## config.mk

```make
export PLATFORM = sky130hd
export DESIGN_NAME = regfile_wb_arbiter_flat
export DESIGN_NICKNAME = d
export VERILOG_FILES = /design/src/rtl/regfile_pkg.sv /design/src/rtl/regfile_wb_arbiter_if.sv /design/src/rtl/regfile_bypass_mux.sv /design/src/rtl/regfile_wb_arbiter.sv /design/src/flat_wrapper.sv
export SDC_FILE = /design/constraint.sdc
export NUM_CORES = 1
export LEC_CHECK = 0
export ABC_AREA = 1
export CAP_MARGIN = 10
export CORE_UTILIZATION = 38
export CTS_CLUSTER_SIZE = 12
export DETAILED_ROUTE_END_ITERATION = 16
export PLACE_DENSITY = 0.79
export SLEW_MARGIN = 40
export SYNTH_ARGS = -nofsm -noshare
export SYNTH_HDL_FRONTEND = slang
export SYNTH_SLANG_ARGS = --single-unit
```

## constraint.sdc

```tcl
create_clock -name clk -period 2.2 [get_ports clk]
set_input_delay 0.44 -clock clk [delete_from_list [all_inputs] [get_ports clk]]
set_output_delay 0.44 -clock clk [all_outputs]
set_load 0.005 [all_outputs]
```

## src/rtl/regfile_pkg.sv

```systemverilog
// ============================================================================
// regfile_pkg : shared widths and types for the register-file writeback path
// Rev 1.0
// ============================================================================
`default_nettype none

package regfile_pkg;

   localparam int XLEN       = 32;
   localparam int REG_ADDR_W = 5;

   localparam logic [REG_ADDR_W-1:0] REG_ZERO = '0;

   typedef enum logic {
      SRC_ALU = 1'b0,
      SRC_LSU = 1'b1
   } wb_src_e;

   typedef struct packed {
      logic [REG_ADDR_W-1:0] rd;
      logic [XLEN-1:0]       data;
   } wb_req_t;

endpackage

`default_nettype wire

```

## src/rtl/regfile_wb_arbiter_if.sv

```systemverilog
// ============================================================================
// regfile_wb_arbiter_if : two writeback request channels plus the registered
// register-file write port.   Rev 1.0
// ============================================================================
`default_nettype none

interface regfile_wb_arbiter_if #(
   parameter int XLEN       = regfile_pkg::XLEN,
   parameter int REG_ADDR_W = regfile_pkg::REG_ADDR_W
);

   logic                  s0_valid;
   logic [REG_ADDR_W-1:0] s0_rd;
   logic [XLEN-1:0]       s0_data;
   logic                  s0_ready;

   logic                  s1_valid;
   logic [REG_ADDR_W-1:0] s1_rd;
   logic [XLEN-1:0]       s1_data;
   logic                  s1_ready;

   logic                  rf_we;
   logic [REG_ADDR_W-1:0] rf_waddr;
   logic [XLEN-1:0]       rf_wdata;
   logic                  starve_boost;

   modport master (
      output s0_valid, s0_rd, s0_data, s1_valid, s1_rd, s1_data,
      input  s0_ready, s1_ready, rf_we, rf_waddr, rf_wdata, starve_boost
   );

   modport slave (
      input  s0_valid, s0_rd, s0_data, s1_valid, s1_rd, s1_data,
      output s0_ready, s1_ready, rf_we, rf_waddr, rf_wdata, starve_boost
   );

endinterface

`default_nettype wire

```

## src/rtl/regfile_bypass_mux.sv

```systemverilog
// ============================================================================
// regfile_bypass_mux : forwards the in-flight write to one asynchronous read
// port while the register file still returns the old value.   Rev 1.0
// ============================================================================
`default_nettype none

module regfile_bypass_mux #(
   parameter int XLEN       = 32,
   parameter int REG_ADDR_W = 5
) (
   input  logic                  rf_we,
   input  logic [REG_ADDR_W-1:0] rf_waddr,
   input  logic [XLEN-1:0]       rf_wdata,
   input  logic [REG_ADDR_W-1:0] rd_addr,
   input  logic [XLEN-1:0]       rf_rdata,
   output logic [XLEN-1:0]       byp_data
);

   logic w_hit;

   // x0 reads are never forwarded; the port never writes x0 anyway
   assign w_hit    = rf_we && (rf_waddr == rd_addr) && (rd_addr != '0);
   assign byp_data = w_hit ? rf_wdata : rf_rdata;

endmodule

`default_nettype wire

```

## src/rtl/regfile_wb_arbiter.sv

```systemverilog
// ============================================================================
// regfile_wb_arbiter : shares the register-file write port between ALU (src0)
// and LSU (src1); optional read bypass under macro WB_BYPASS_EN.   Rev 1.0
// ============================================================================
`default_nettype none

module regfile_wb_arbiter #(
   parameter int XLEN         = regfile_pkg::XLEN,
   parameter int REG_ADDR_W   = regfile_pkg::REG_ADDR_W,
   parameter int STARVE_LIMIT = 4
) (
   input  logic                  clk,
   input  logic                  reset,
`ifdef WB_BYPASS_EN
   input  logic [REG_ADDR_W-1:0] rd_addr1,
   input  logic [REG_ADDR_W-1:0] rd_addr2,
   input  logic [XLEN-1:0]       rf_rdata1,
   input  logic [XLEN-1:0]       rf_rdata2,
   output logic [XLEN-1:0]       byp_data1,
   output logic [XLEN-1:0]       byp_data2,
`endif
   regfile_wb_arbiter_if.slave   wb
);

   import regfile_pkg::*;

   localparam int CNT_W = 4;
   localparam logic [CNT_W-1:0] C_STARVE_LIMIT = CNT_W'(STARVE_LIMIT);

   logic                  w_real0;
   logic                  w_real1;
   logic                  w_boost;
   logic                  w_grant0;
   logic                  w_grant1;
   logic                  w_grant_any;
   wb_src_e               w_grant_src;
   logic [REG_ADDR_W-1:0] w_grant_rd;
   logic [XLEN-1:0]       w_grant_data;

   logic [CNT_W-1:0]      r_starve_cnt;
   logic                  r_rf_we;
   logic [REG_ADDR_W-1:0] r_rf_waddr;
   logic [XLEN-1:0]       r_rf_wdata;

   // Requests to x0 bypass arbitration entirely
   assign w_real0     = wb.s0_valid && (wb.s0_rd != '0);
   assign w_real1     = wb.s1_valid && (wb.s1_rd != '0);
   assign w_boost     = (r_starve_cnt == C_STARVE_LIMIT);
   assign w_grant0    = w_real0 && (w_boost || !w_real1);
   assign w_grant1    = w_real1 && !w_grant0;
   assign w_grant_any = w_grant0 || w_grant1;

   assign wb.s0_ready     = !reset && wb.s0_valid && (!w_real0 || w_grant0);
   assign wb.s1_ready     = !reset && wb.s1_valid && (!w_real1 || w_grant1);
   assign wb.starve_boost = w_boost;

   always_comb begin
      w_grant_src  = SRC_LSU;
      w_grant_rd   = wb.s1_rd;
      w_grant_data = wb.s1_data;
      if (w_grant0) begin
         w_grant_src  = SRC_ALU;
         w_grant_rd   = wb.s0_rd;
         w_grant_data = wb.s0_data;
      end
   end

   always_ff @(posedge clk or posedge reset) begin
      if (reset) begin
         r_starve_cnt <= '0;
         r_rf_we      <= 1'b0;
         r_rf_waddr   <= '0;
         r_rf_wdata   <= '0;
      end else begin
         r_rf_we <= w_grant_any;
         if (w_grant_any) begin
            r_rf_waddr <= w_grant_rd;
            r_rf_wdata <= w_grant_data;
         end
         // Counts consecutive denials of a real src0 request, saturating
         if (w_real0 && (w_grant_src != SRC_ALU || !w_grant_any)) begin
            if (r_starve_cnt != C_STARVE_LIMIT)
               r_starve_cnt <= r_starve_cnt + CNT_W'(1);
         end else begin
            r_starve_cnt <= '0;
         end
      end
   end

   assign wb.rf_we    = r_rf_we;
   assign wb.rf_waddr = r_rf_waddr;
   assign wb.rf_wdata = r_rf_wdata;

`ifdef WB_BYPASS_EN
   regfile_bypass_mux #(
      .XLEN       (XLEN),
      .REG_ADDR_W (REG_ADDR_W)
   ) u_byp1 (
      .rf_we    (r_rf_we),
      .rf_waddr (r_rf_waddr),
      .rf_wdata (r_rf_wdata),
      .rd_addr  (rd_addr1),
      .rf_rdata (rf_rdata1),
      .byp_data (byp_data1)
   );

   regfile_bypass_mux #(
      .XLEN       (XLEN),
      .REG_ADDR_W (REG_ADDR_W)
   ) u_byp2 (
      .rf_we    (r_rf_we),
      .rf_waddr (r_rf_waddr),
      .rf_wdata (r_rf_wdata),
      .rd_addr  (rd_addr2),
      .rf_rdata (rf_rdata2),
      .byp_data (byp_data2)
   );
`endif

endmodule

`default_nettype wire
```

## src/flat_wrapper.sv

```systemverilog
// flat-port wrapper written by rule: the top's interface ports become plain ports
module regfile_wb_arbiter_flat import regfile_pkg::*;
#(
   parameter int XLEN         = regfile_pkg::XLEN,
   parameter int REG_ADDR_W   = regfile_pkg::REG_ADDR_W,
   parameter int STARVE_LIMIT = 4
)
  (clk, reset, wb_s0_valid, wb_s0_rd, wb_s0_data, wb_s1_valid, wb_s1_rd, wb_s1_data, wb_s0_ready, wb_s1_ready, wb_rf_we, wb_rf_waddr, wb_rf_wdata, wb_starve_boost);
  regfile_wb_arbiter_if #(.XLEN(XLEN), .REG_ADDR_W(REG_ADDR_W)) wb_i ();
  input  logic clk;
  input  logic reset;
  input wire logic [$bits(wb_i.s0_valid)-1:0] wb_s0_valid;
  input wire logic [$bits(wb_i.s0_rd)-1:0] wb_s0_rd;
  input wire logic [$bits(wb_i.s0_data)-1:0] wb_s0_data;
  input wire logic [$bits(wb_i.s1_valid)-1:0] wb_s1_valid;
  input wire logic [$bits(wb_i.s1_rd)-1:0] wb_s1_rd;
  input wire logic [$bits(wb_i.s1_data)-1:0] wb_s1_data;
  output wire logic [$bits(wb_i.s0_ready)-1:0] wb_s0_ready;
  output wire logic [$bits(wb_i.s1_ready)-1:0] wb_s1_ready;
  output wire logic [$bits(wb_i.rf_we)-1:0] wb_rf_we;
  output wire logic [$bits(wb_i.rf_waddr)-1:0] wb_rf_waddr;
  output wire logic [$bits(wb_i.rf_wdata)-1:0] wb_rf_wdata;
  output wire logic [$bits(wb_i.starve_boost)-1:0] wb_starve_boost;
  assign wb_i.s0_valid = wb_s0_valid;
  assign wb_i.s0_rd = wb_s0_rd;
  assign wb_i.s0_data = wb_s0_data;
  assign wb_i.s1_valid = wb_s1_valid;
  assign wb_i.s1_rd = wb_s1_rd;
  assign wb_i.s1_data = wb_s1_data;
  assign wb_s0_ready = wb_i.s0_ready;
  assign wb_s1_ready = wb_i.s1_ready;
  assign wb_rf_we = wb_i.rf_we;
  assign wb_rf_waddr = wb_i.rf_waddr;
  assign wb_rf_wdata = wb_i.rf_wdata;
  assign wb_starve_boost = wb_i.starve_boost;
  regfile_wb_arbiter #(.XLEN(XLEN), .REG_ADDR_W(REG_ADDR_W), .STARVE_LIMIT(STARVE_LIMIT)) u_core (.clk(clk), .reset(reset), .wb(wb_i));
endmodule
```

==> impl_results.md, run 1 <==
* Max Root-Sink Buffers at 2
* Clock share of power at a little under 30%
* CTS clk-pin slew, worst paths at roughly 80 ps
* Final hold vios at 0
* Buf/Inv on CP at 4
* Residual DRC at 0
* Logic gate share of total power at between 20% and 30%
* Psw at around 0.52 mW
* Routed wire length at ~6100 um
* Final HPWL DP at ~4100 um
* Drt wl/cell at between 10 and 15 um
* Outcome: completed
* Setup tns final at 0 ps
* Global Route Usage Sum at between 20% and 30%
* Most frequent CP cell: nand3_2
* Die ar. at between 5000 and 6000 um2
* Core area at ~5200 um2
* Share of layout cells above drive strength 1 at about 8.7%
* # clock sinks at 42
* # IOs at ~120
* Register bit count reported by yosys at 42
* Initial Utilization at between 40% and 50%
* Most frequent cells in the layout: nand3_1, clkdlybuf4s50_1, dfrtp_1
* Crit path max-delay cell type: clkdlybuf4s50_1
* Arrival time at the worst endpoint at 1680 ps
* Die Width at between 70 and 80 um
* Gr ovfl total at 0
* Crit path max-delay family: buffers and inverters
* Input/output buffers at approximately 120
* Net Sw Frac at between 20% and 30%
* Top-area cell type share of the netlist area at 50.0%
* Max stage delay on crit path at between 400 and 500 ps
* DP Cell Count at 426
* Max-slew headroom at 67.1%
* Drt initial violations at ~120
* Clk root buf: clkbuf_8
* DIE HEIGHT at 76.4 um
* Worst Setup End Kind: primary output
* WS Path Type: primary input to primary output
* Final core occ at between 60% and 70%
* Worst Skew at roughly 8 ps
* Max-slew violation count at 0
* H-tree depth at 2
* Unrepaired setup endpoints after global routing: false
* Mapped Cells at ~250
* CP Launch Type: primary input
* Area grow syn2layout at 65.6%
* Syn Area/Cell at 8.51 um2
* Synth Net Count at approximately 330
* Synth area leaders: dfrtp_1, nand3_1, nand2_1
* Final min period at 2120 ps
* Antenna diode instance count at 0
* First-pass DRT Iterations at 4
* Vias in the first global route at between 2,000 and 2,500
* Via count at 2,180
* Commonest non-fill, non-tap cell in the layout: nand3_1
* Leakage Power at about 1.6 nW
* CTS hold repair buffers at 0
* Crit path max fanout at 3
* Non-filler instance count after layout at 436
* Yosys top cell by area: dfrtp_1
* Final nets at approximately 450
* First-pass GRT wire length at 10,100 um
* Post-synthesis sequential area ratio at about half
* Initial antenna violation count at 0
* Synth cell types at 17
* Largest net degree at the start of global routing at 40
* CTS buffer count at 5
* Highest Clock Rate at 472 MHz
* Power Internal at 1.53 mW
* Worst min-delay path class: primary input to async pin
* Layout fillers at between 400 and 500
* Setup-failing EPs final at 0
* CP required at ~1800 ps
* Post-Syn Area at 2100 um2
* Vias per cell at approximately 5
* Max-Cap Viols at 0
* Worst Tran Pin Value at between 400 and 500 ps
* YS warnings at 0
* Gpl congestion at between 0.8 and 0.9
* TritonCTS clock tree: yes
* Post-route ant nets at 0
* Sequential share of power at between 40% and 50%
* Clock Latency Late Sink at ~290 ps
* Crit-path cells: clkdlybuf4s50_1 > inv_1 > nand3_2 > nand3_2 > buf_4 > nor2_2 > nor2_1 > dlygate4sd2_1
* Max IR drop VDD at 0.000288 V
* Final period utilization at between 90% and 100%
* Pwr Density at a little under 600 nW/um2
* FP Rows at 26
==> synthesized netlist by cell type <==
cell type  count
nor2_1        10
inv_4          1
ha_1           2
buf_6          6
nand3_2        3
nand2_1       40
buf_4          6
dfrtp_1       42
nor2_2         1
xnor2_1        1
nand2_2        2
inv_2          1
buf_2          6
inv_1         10
nand3_1      114
xor2_1         1
nand2_4        1
==> worst reg2reg max path, stage by stage, from the launching register on <==
cell and delay (ps):
dfrtp_1 410, inv_1 70, ha_1 160, nand2_2 70, nand3_2 90, buf_4 110
buf_4 320, nand2_4 120, buf_12 170, nand3_1 90, nand3_1 80
==> cells by family (layout without fill, tap and decap cells) <==
| family | after synthesis | count (layout) | synth area share [%] |
|---|---|---|---|
| XOR/XNOR | 2 | 2 | 0.833 |
| adder cells (fa/ha/maj) | 2 | 2 | 1.19 |
| buffers and inverters | 30 | 149 | 9.05 |
| flip-flops | 42 | 42 | 50.0 |
| AND/OR/NAND/NOR | 171 | 171 | 38.9 |
==> what timing repair did <==
item | CTS | global route
setup endpoints to repair | 2 | 1
setup buffers | 1 | 1
pin swaps | 5 | 7
resized for setup | 5 | 6
==> final timing paths <==
| kind | from | end | slack [ps] | depth (start not counted) |
|---|---|---|---|---|
| max in group asynchronous | reset | u_core.wb.rf_wdata[31] | 1170 | 3 |
| worst min register to register | u_core.r_starve_cnt[0] | u_core.r_starve_cnt[0] | 490 | 1 |
| min in group clk | wb_s1_rd[3] | u_core.wb.rf_waddr[3] | 450 | 3 |
| worst max register to register | u_core.r_starve_cnt[0] | u_core.wb.rf_waddr[1] | 400 | 10 |
| worst max-delay path | wb_s1_rd[4] | wb_s0_ready | 80 | 8 |
| worst min-delay path | reset | u_core.wb.rf_waddr[1] | 330 | 2 |
==> final cells by class <==
| cell class | count | area, um2 | area share, % |
|---|---|---|---|
| clock buffers | 6 | 72.6 | 2.08 |
| clock inverters | 2 | 37.5 | 1.08 |
| inverters | 12 | 47.5 | 1.37 |
| multi-input cells | 175 | 873 | 25.1 |
| flip-flops and latches | 42 | 1050 | 30.2 |
| well taps | 70 | 87.6 | 2.52 |
| repair buffers | 129 | 1310 | 37.7 |
==> routing by layer <==
layer,wire length [um],track usage [%]
met1,2700,28.1
met2,2850,36.9
met3,465,5.27
met4,51,4.62
met5,0,0
==> metrics by stage <==
stage	setup WS (ps)	total power [mW]	hold WS (ps)	instance area, um2
after floorplan	159	1.11	451	2100
after global placement	-187	1.46	469	3330
after detailed placement	-199	1.46	477	3330
after CTS	58.0	2.07	330	3460
after global routing	1.82	2.17	338	3480
final	79.6	2.05	333	3480
==> sequential cells by signal, indices dropped and copies added (netlist names) <==
name                 cells
u_core.wb.rf_waddr       5
u_core.wb.rf_wdata      32
u_core.r_starve_cnt      4
u_core.wb.rf_we          1
==> power by group through the flow <==
stage	registers, mW	clock network (mW)	logic, mW
after floorplan	0.918	0	0.188
after global placement	0.909	0	0.546
after detailed placement	0.911	0	0.552
after CTS	0.897	0.622	0.555
after global routing	0.908	0.664	0.598
final	0.898	0.602	0.548
Power figures use the tool's default switching activity.
==> inputs of run 2 (changes only) <==
==> constraint.sdc (replaced) <==
create_clock -name clk -period 2.29 [get_ports clk]
set_input_delay 0.458 -clock clk [delete_from_list [all_inputs] [get_ports clk]]
set_output_delay 0.458 -clock clk [all_outputs]
set_load 0.005 [all_outputs]
==> impl_results.md, run 2 (same netlist as run 1, synthesis figures left out) <==
* Worst Setup End Kind: primary output
* Max-slew headroom at between 60% and 70%
* Share of layout cells above drive strength 1 at 8.97%
* Crit path depth at 9
* Crit path max-delay family: buffers and inverters
* Final nets at between 400 and 500
* Max reg flops at 32
* Highest Clock Rate at ~450 MHz
* Vias per cell at 4.98
* Reg2reg end: u_core.wb.rf_wdata[9]
* Die Width at roughly 76 um
* Final min period at 2210 ps
* Via count at ~2,200
* Core area at 5200 um2
* Leakage Power at between 1.5 and 2 nW
* # IOs at between 100 and 150
* # clock sinks at between 40 and 50
* Clock Latency Late Sink at 290 ps
* First-pass DRT Iterations at 4
* Max-Cap Viols at 0
* CTS buffer count at 5
* Gpl congestion at 0.800
* Drt wl/cell at between 10 and 15 um
* Crit path max-delay cell type: clkdlybuf4s50_1
* Hold slack at just under 500 ps
* Post-route ant nets at 0
* Max-slew violation count at 0
* Buf/Inv on CP at 4
* Input/output buffers at about 120
* Largest net degree at the start of global routing at between 40 and 50
* CP Launch Type: primary input
* Setup-failing EPs final at 0
* Global Route Usage Sum at 21.9%
* CP required at approximately 1800 ps
* Final HPWL DP at around 4300 um
* Hold Path Depth at 3
* Worst Tran Pin Value at roughly 520 ps
* Initial Utilization at between 40% and 50%
* Vias in the first global route at ~2,200
* Outcome: completed
* Layout fillers at between 400 and 500
* Setup crit end: wb_s1_ready
* Max Root-Sink Buffers at 2
* Routed wire length at around 6200 um
* H-tree depth at 2
* Worst Skew at 5.71 ps
* Most frequent cells in the layout: nand3_1, clkdlybuf4s50_1, dfrtp_1
* Max IR drop VDD at roughly 0.00031 V
* Residual DRC at 0
* Gr ovfl total at 0
* DIE HEIGHT at 76.4 um
* Commonest non-fill, non-tap cell in the layout: nand3_1
* Worst min-delay path class: primary input to register
* Arrival time at the worst endpoint at roughly 1800 ps
* Multi-input gate area at about 870 um2
* Worst r2r src: u_core.r_starve_cnt[0]
* CTS clk-pin slew, worst paths at about 70 ps
* Drt initial violations at between 100 and 150
* FP Rows at 26
* First-pass GRT wire length at ~10,000 um
* TritonCTS clock tree: yes
* Clk root buf: clkbuf_8
* Initial antenna violation count at 0
* WS Path Type: primary input to primary output
* FF-to-FF setup slack at around 500 ps
* Length in cells of the worst reg-to-reg path at 10
* Reg area at between 1000 and 1500 um2
* Pwr Density at 542 nW/um2
* Final hold vios at 0
* Crit path max fanout at 3
* Final period utilization at roughly 96%
* Max stage delay on crit path at about 430 ps
* Die ar. at between 5000 and 6000 um2
* Area grow syn2layout at 64.4%
* Antenna diode instance count at 0
* Crit-path cells: clkdlybuf4s50_1 > nor2_2 > nand3_2 > nand3_2 > buf_4 > nand3_1 > nand3_1 > inv_1 > dlygate4sd2_1
* Final core occ at ~66%
* CP startpoint: wb_s1_rd[0]
==> run 2: cell types whose count changed in the layout (fill, tap and decap cells not counted), sizes merged <==
| cell | previous run | this run |
|---|---|---|
| clkinv | 0 | 1 |
| buf | 11 | 13 |
| dlymetal6s2s | 5 | 3 |
| clkdlybuf4s50 | 111 | 112 |
| clkinvlp | 1 | 0 |
| dlygate4sd2 | 2 | 3 |
| clkbuf | 6 | 7 |
| bufinv | 1 | 0 |
==> run 2: where the power goes <==
group / total [mW] / internal (mW) / switching, mW / leakage, nW
clock network: 0.483 / 0.243 / 0.240 / 0.0482
registers: 0.863 / 0.820 / 0.0428 / 0.508
logic: 0.526 / 0.322 / 0.204 / 1.01
==> run 2: layer usage <==
metal / share of wire [%] / track usage [%]
met5: 0 / 0
met4: 0.21 / 3.85
met3: 8.0 / 6.47
met2: 48 / 38.2
met1: 44 / 27.1
==> run 2: worst min-delay path by stage <==
stage | start | endpoint | slack [ps]
global route | wb_s1_rd[2] | u_core.wb.rf_waddr[2] | 500
floorplan | u_core.r_starve_cnt[0] | u_core.r_starve_cnt[0] | 450
finish | wb_s1_rd[1] | u_core.wb.rf_waddr[1] | 500
global placement | u_core.r_starve_cnt[0] | u_core.r_starve_cnt[0] | 470
detailed placement | u_core.wb.rf_waddr[1] | u_core.wb.rf_waddr[1] | 480
CTS | u_core.r_starve_cnt[0] | u_core.r_starve_cnt[0] | 500
==> run 2: area by class of cell <==
class	count	area share [%]
inverters	12	1.38
multi-input cells	175	25.2
clock inverters	1	0.145
flip-flops and latches	42	30.4
repair buffers	131	37.8
clock buffers	7	2.50
well taps	70	2.53
==> run 2: worst register-to-register path: cells and delay by family (launching register included) <==
family                   cells  cell delay (ps)
adder cells (fa/ha/maj)      1              140
flip-flops                   1              410
AND/OR/NAND/NOR              5              460
buffers and inverters        4              670
==> run 2: what timing repair did <==
action                                 CTS  global route
endpoints found under the hold margin    0             0
hold buffers                             0             0
resized for setup                        4             5
pin swaps                                3             2
setup endpoints to repair                2             1
setup buffers                            3             0
==> run 2: through the flow <==
| step | TNS (ps) | setup WS [ps] | std cells | total power [mW] | cell area [um2] |
|---|---|---|---|---|---|
| floorplan | 0 | 213 | 247 | 1.06 | 2100 |
| global placement | -239 | -133 | 427 | 1.40 | 3330 |
| detailed placement | -256 | -135 | 427 | 1.40 | 3330 |
| CTS | 0 | 62.6 | 438 | 1.90 | 3440 |
| global route | -11.4 | -11.4 | 438 | 1.98 | 3460 |
| finish | 0 | 82.2 | 438 | 1.87 | 3460 |
==> inputs of run 3 (changes only) <==
--- a/config.mk
+++ b/config.mk
@@ -8,7 +8,7 @@
 export ABC_AREA = 1
 export CAP_MARGIN = 10
 export CORE_UTILIZATION = 38
-export CTS_CLUSTER_SIZE = 12
+export CTS_CLUSTER_SIZE = 40
 export DETAILED_ROUTE_END_ITERATION = 16
 export PLACE_DENSITY = 0.79
 export SLEW_MARGIN = 40
==> results of run 3 <==
Final layout, timing and power as in run 2 (identical DEF).
